File: src/rtl/mem_port_arbiter.sv
// mem_port_arbiter
//   Shares one single-ported 16-bit memory between instruction fetch
//   (read-only) and the data-memory stage (read/write). Each access holds
//   the port for MEM_LAT cycles. Read data is registered, and the matching
//   done output pulses for one cycle. Data has fixed priority. A requester
//   whose done is high has its request masked for that cycle, so the two
//   requesters alternate when both request continuously.
//
// Parameters
//   MEM_LAT   cycles the memory port is held per access (1..8)
//
// Ports
//   clk, rst                  clock, asynchronous active-high reset
//   halt                      blocks new fetch grants only
//   f_req, f_addr             fetch request / address
//   f_done, f_rdata, f_stall  fetch completion pulse, instruction, stall
//   d_req, d_wr, d_addr,
//   d_wdata                   data request, write flag, address, write data
//   d_done, d_rdata, d_stall  data completion pulse, read data, stall
//   mem_en, mem_wr, mem_addr,
//   mem_wdata, mem_rdata      memory port (mem_rdata is combinational)
//   busy                      arbiter is in an access
//   err                       misaligned-request pulse (optional feature)
//
// Optional feature (macro ARB_ALIGN_CHK_EN)
//   When the macro is defined, a granted request with addr[0]=1 does not
//   access memory. It produces err plus its done pulse on the next cycle
//   and leaves rdata and the latched values untouched. When the macro is
//   undefined, the address passes through unchanged and err is tied to 0.
module mem_port_arbiter #(
  parameter int MEM_LAT = 1
) (
  input  logic        clk,
  input  logic        rst,
  input  logic        halt,
  input  logic        f_req,
  input  logic [15:0] f_addr,
  output logic        f_done,
  output logic [15:0] f_rdata,
  output logic        f_stall,
  input  logic        d_req,
  input  logic        d_wr,
  input  logic [15:0] d_addr,
  input  logic [15:0] d_wdata,
  output logic        d_done,
  output logic [15:0] d_rdata,
  output logic        d_stall,
  output logic        mem_en,
  output logic        mem_wr,
  output logic [15:0] mem_addr,
  output logic [15:0] mem_wdata,
  input  logic [15:0] mem_rdata,
  output logic        busy,
  output logic        err
);

  typedef enum logic [1:0] {IDLE, FETCH, DATA} state_t;

  localparam logic [2:0] LAT_INIT = 3'(MEM_LAT - 1);

  state_t      state, next_state;
  logic [2:0]  cnt;
  logic [15:0] lat_addr;
  logic [15:0] lat_wdata;
  logic        lat_wr;

  logic f_elig, d_elig;
  logic f_bad, d_bad;
  logic d_start, f_start;
  logic last;

  // A requester whose done is high this cycle is masked for the cycle.
  // This gives the bubble and stops a stale address being re-issued.
  assign f_elig = f_req & ~f_done & ~halt;
  assign d_elig = d_req & ~d_done;

`ifdef ARB_ALIGN_CHK_EN
  assign f_bad = f_addr[0];
  assign d_bad = d_addr[0];
`else
  assign f_bad = 1'b0;
  assign d_bad = 1'b0;
`endif

  // Fetch is only considered when data is not eligible (fixed priority).
  assign d_start = d_elig & ~d_bad;
  assign f_start = ~d_elig & f_elig & ~f_bad;
  assign last    = (cnt == 3'd0);

  assign f_stall = f_req & ~f_done;
  assign d_stall = d_req & ~d_done;

  // State register
  always_ff @(posedge clk or posedge rst) begin
    if (rst) state <= IDLE;
    else     state <= next_state;
  end

  // Next-state logic
  always_comb begin
    next_state = state;
    case (state)
      IDLE: begin
        if (d_start)      next_state = DATA;
        else if (f_start) next_state = FETCH;
      end
      FETCH, DATA: begin
        if (last) next_state = IDLE;
      end
      default: next_state = IDLE;
    endcase
  end

  // Output logic: the address and write data always come from the latches,
  // so the memory bus does not toggle while the arbiter is idle.
  always_comb begin
    mem_en    = (state != IDLE);
    mem_wr    = (state == DATA) & lat_wr;
    mem_addr  = lat_addr;
    mem_wdata = lat_wdata;
    busy      = (state != IDLE);
  end

  // Datapath: latches, latency counter, done pulses and read-data capture
  always_ff @(posedge clk or posedge rst) begin
    if (rst) begin
      cnt       <= 3'd0;
      lat_addr  <= 16'h0000;
      lat_wdata <= 16'h0000;
      lat_wr    <= 1'b0;
      f_done    <= 1'b0;
      d_done    <= 1'b0;
      f_rdata   <= 16'h0000;
      d_rdata   <= 16'h0000;
`ifdef ARB_ALIGN_CHK_EN
      err       <= 1'b0;
`endif
    end else begin
      f_done <= 1'b0;
      d_done <= 1'b0;
`ifdef ARB_ALIGN_CHK_EN
      err    <= 1'b0;
`endif
      case (state)
        IDLE: begin
          if (d_elig) begin
            if (d_bad) begin
              // A misaligned grant completes at once, with no memory access.
              d_done <= 1'b1;
`ifdef ARB_ALIGN_CHK_EN
              err    <= 1'b1;
`endif
            end else begin
              lat_addr  <= d_addr;
              lat_wdata <= d_wdata;
              lat_wr    <= d_wr;
              cnt       <= LAT_INIT;
            end
          end else if (f_elig) begin
            if (f_bad) begin
              f_done <= 1'b1;
`ifdef ARB_ALIGN_CHK_EN
              err    <= 1'b1;
`endif
            end else begin
              lat_addr <= f_addr;
              lat_wr   <= 1'b0;
              cnt      <= LAT_INIT;
            end
          end
        end
        FETCH: begin
          if (last) begin
            f_done  <= 1'b1;
            f_rdata <= mem_rdata;
          end else begin
            cnt <= cnt - 3'd1;
          end
        end
        DATA: begin
          if (last) begin
            d_done <= 1'b1;
            if (!lat_wr) d_rdata <= mem_rdata;
          end else begin
            cnt <= cnt - 3'd1;
          end
        end
        default: cnt <= 3'd0;
      endcase
    end
  end

`ifndef ARB_ALIGN_CHK_EN
  assign err = 1'b0;
`endif

endmodule

File: config.mk
export PLATFORM = sky130hd
export DESIGN_NAME = mem_port_arbiter
export DESIGN_NICKNAME = d
export VERILOG_FILES = /design/src/rtl/mem_port_arbiter.sv
export SDC_FILE = /design/constraint.sdc
export NUM_CORES = 1
export LEC_CHECK = 0
export ABC_AREA = 1
export ABC_CLOCK_PERIOD_IN_PS = 2700
export CORE_UTILIZATION = 42
export DETAILED_ROUTE_END_ITERATION = 7
export HOLD_SLACK_MARGIN = 0.06
export PLACE_DENSITY = 0.8
export SYNTH_ARGS = -nofsm -noshare
export SYNTH_HDL_FRONTEND = slang
export SYNTH_SLANG_ARGS = --single-unit
File: constraint.sdc
create_clock -name clk -period 2.7 [get_ports clk]
set_input_delay 0.54 -clock clk [delete_from_list [all_inputs] [get_ports clk]]
set_output_delay 0.54 -clock clk [all_outputs]
set_load 0.05 [all_outputs]
==> results.cfg <==
[pwr]
ir_worst_vdd_mv = 0.857
p_int_uw = 3530
power.leakage_uw = 0.00246
pwr-share-comb_pct = 59.4
pwr_density_cell_mw_per_mm2 = 1430
power.switching_uw = 3530
swShare_pct = 50.0
seq_power_share_pct = 26.4
p_clk_share_pct = 14.2

[detailed_routing]
route.detailed.drc = 0
drt_iter0_drc = 157
via_per_inst = 4.58
vias = 2828
drtAntennaViolNets = 0
drt_wl_total_mm = 7.65
avgRoutedWirePerCell_um = 12.4
drtPass1Iterations = 4

[setup_path]
r2r-end = d_rdata[0]$_DFFE_PP0P_
crit_fanout = 4
r2r-start = cnt[0]$_DFFE_PP0P_
worstSetupPathType = flip-flop to output pin
r2r_slack_ns = 0.97
cp-end-kind = output pin
crit_required_ns = 2.16
ff2ff_path_depth = 8
cp.arrival_ns = 1.96
startpoint_type = flip-flop

[die]
die_height_um = 90.5
fp-row-count = 31
initial_core_util_pct = 44.4
die_width_um = 90.5
coreArea_mm2 = 0.00741
ios = 142
dieArea_mm2 = 0.00820

[synth]
synth_top_family_by_area = simple AND/OR/NAND/NOR gates
synthMuxAreaShare_pct = 0
synth_xor_area_share_pct = 0
ys_seq_elements = 72
yosysTopAreaCell = dfrtp_1
async_flop_share_pct = 100
synth_common_cells = 176 x nand2_1, 72 x dfrtp_1, 31 x inv_1, 20 x nand3_1
synth_compound_area_share_pct = 6.84
synth_cells = 374
avgSynthCellArea_um2 = 8.80
synthMostInstantiatedCell = nand2_1
yosys-top-cells-area = dfrtp_1 55%, nand2_1 20%, o21ai_2 4.3%, inv_1 3.5%, nand3_1 3.0%
synth.distinct_cells = 23
synth.cell_area_mm2 = 0.00329
yosysWarnings = 0
synth_simple_gate_area_share_pct = 26.7
yosysSeqAreaShare_pct = 54.7
synth-edff-count = 0
syn_nets = 450
synth_fa_ha_area_share_pct = 2.28
synth-main-ff-cell = dfrtp_1
synthDominantCellAreaShare_pct = 54.7

[global_routing]
grt_pass1_wl_mm = 13.2
grt_overflow_total = 0
antenna_found_initial = 0
grtUsageTotal_pct = 20.0
grt_max_degree = 42
grt_pass1_vias = 2919

[cts]
postCtsHoldBufs = 0
clockBufferDepth = 2
cts-root-buf = clkbuf_8
cts-htree-levels = 3
cts_buffers = 9
insertion_delay_ns = 0.33
cts_tree = built
cts.clk_slew.worst_paths_ns = 0.08
cts_resized = 0
cts_sinks = 72
postCtsSetupBuffers = 0

[final_layout]
drive_gt1_share_pct = 10.6
insertedDiodeCount = 0
nets = 590
area_growth_pct = 49.9

[sta]
fin_setup_tns_ns = 0
finClkSkew_ns = 0.00596
fin_hold_ws_ns = 0.384
fmax_mhz = 400
setup_ws_ns = 0.199
worst_pin_slew_ns = 0.530
period_minus_slack_ns = 2.50
min_period_over_period_pct = 92.6
final-hold-violation-count = 0
rsz0062_at_grt = false
report.final.setup_viol = 0
drv_slew = 0
slew_headroom_pct = 64.5

[placed_design]
gp_congestion = 0.776
pre_cts_slack_ns = 0.541
port_buffers = 140
hpwl_mm = 5.57

[hold_path]
worstHoldPathType = input pin to asynchronous set/reset pin

[run_status]
outcome = finished, final reports clean

[flow_run]
drv_cap = 0
[worst max-delay path by stage]
stage                         startpoint                 end  depth (start not counted)
finish              state[0]$_DFFE_PP0P_                busy                          4
global route        state[0]$_DFFE_PP0P_                busy                          4
CTS                 state[0]$_DFFE_PP0P_                busy                          4
detailed placement  state[0]$_DFFE_PP0P_                busy                          4
global placement    state[0]$_DFFE_PP0P_                busy                          4
floorplan                            rst  cnt[0]$_DFFE_PP0P_                          1
[stage by stage]
step,utilization [%],area (um2),cells,total power (uW)
3_3_place_gp,63.4,4700,602,6030
6_report,66.6,4930,617,7060
2_1_floorplan,-,3290,374,4830
3_5_place_dp,63.4,4700,602,6090
4_1_cts,66.6,4930,617,7120
5_1_grt,66.6,4930,617,7470
[power groups by stage]
stage,registers [uW],clock network (uW),logic (uW)
6_report,1860,1000,4190
5_1_grt,1930,1070,4470
4_1_cts,1860,1030,4230
3_5_place_dp,1870,0,4230
3_3_place_gp,1870,0,4160
2_1_floorplan,3490,0,1340
[worst max-delay path, cell delays in order (launching register included)]
cell and delay [ns]:
dfrtp_1 0.38, inv_1 0.09, ha_1 0.27, inv_6 0.10, clkdlybuf4s50_1 0.80
[cell families (layout without fill, tap and decap cells)]
group	Yosys count	in the layout
and+or+nand+nor	210	210
DFF	72	72
buffers and inverters	52	196
AOI/OAI and AO/OA	33	33
adders and majority gates	6	6
other	1	1
[layout make-up]
type	instances	area [um2]
flip-flops and latches	72	1800
clock buffers	10	128
repair buffers	146	1450
multi-input cells	250	1180
fillers	610	2470
clock inverters	5	106
well taps	99	124
inverters	35	136
[state kept, by name, summed over array words and instances, names as in the netlist]
register	flops
cnt	3
d_done	1
d_rdata	16
f_done	1
f_rdata	16
lat_wr	1
mem_addr	16
mem_wdata	16
state	2
[metal layers]
metal / wire length (um) / GRT usage [%] / share of wire [%]
met1: 3350 / 24.8 / 44
met2: 3700 / 33.8 / 48
met3: 552 / 5.64 / 7.2
met4: 59 / 6.05 / 0.77
met5: 0 / 0 / 0
[layout by cell type (no fill, tap or decap)]
cell type / n
clkdlybuf4s50_1: 138
nor2_4: 1
inv_1: 30
clkinv_4: 1
nor2_2: 1
nand2_2: 6
o21ai_2: 16
conb_1: 1
clkbuf_8: 9
a21oi_1: 1
ha_1: 6
nand3_1: 20
nor2_8: 1
clkbuf_1: 1
nand2_4: 3
or2_1: 1
inv_2: 4
buf_4: 7
nor2_1: 1
bufinv_16: 3
clkinvlp_4: 1
inv_6: 1
dfrtp_1: 72
nand2_1: 176
buf_12: 1
o21ai_0: 16
No activity file was read; power rests on OpenSTA's default activity.
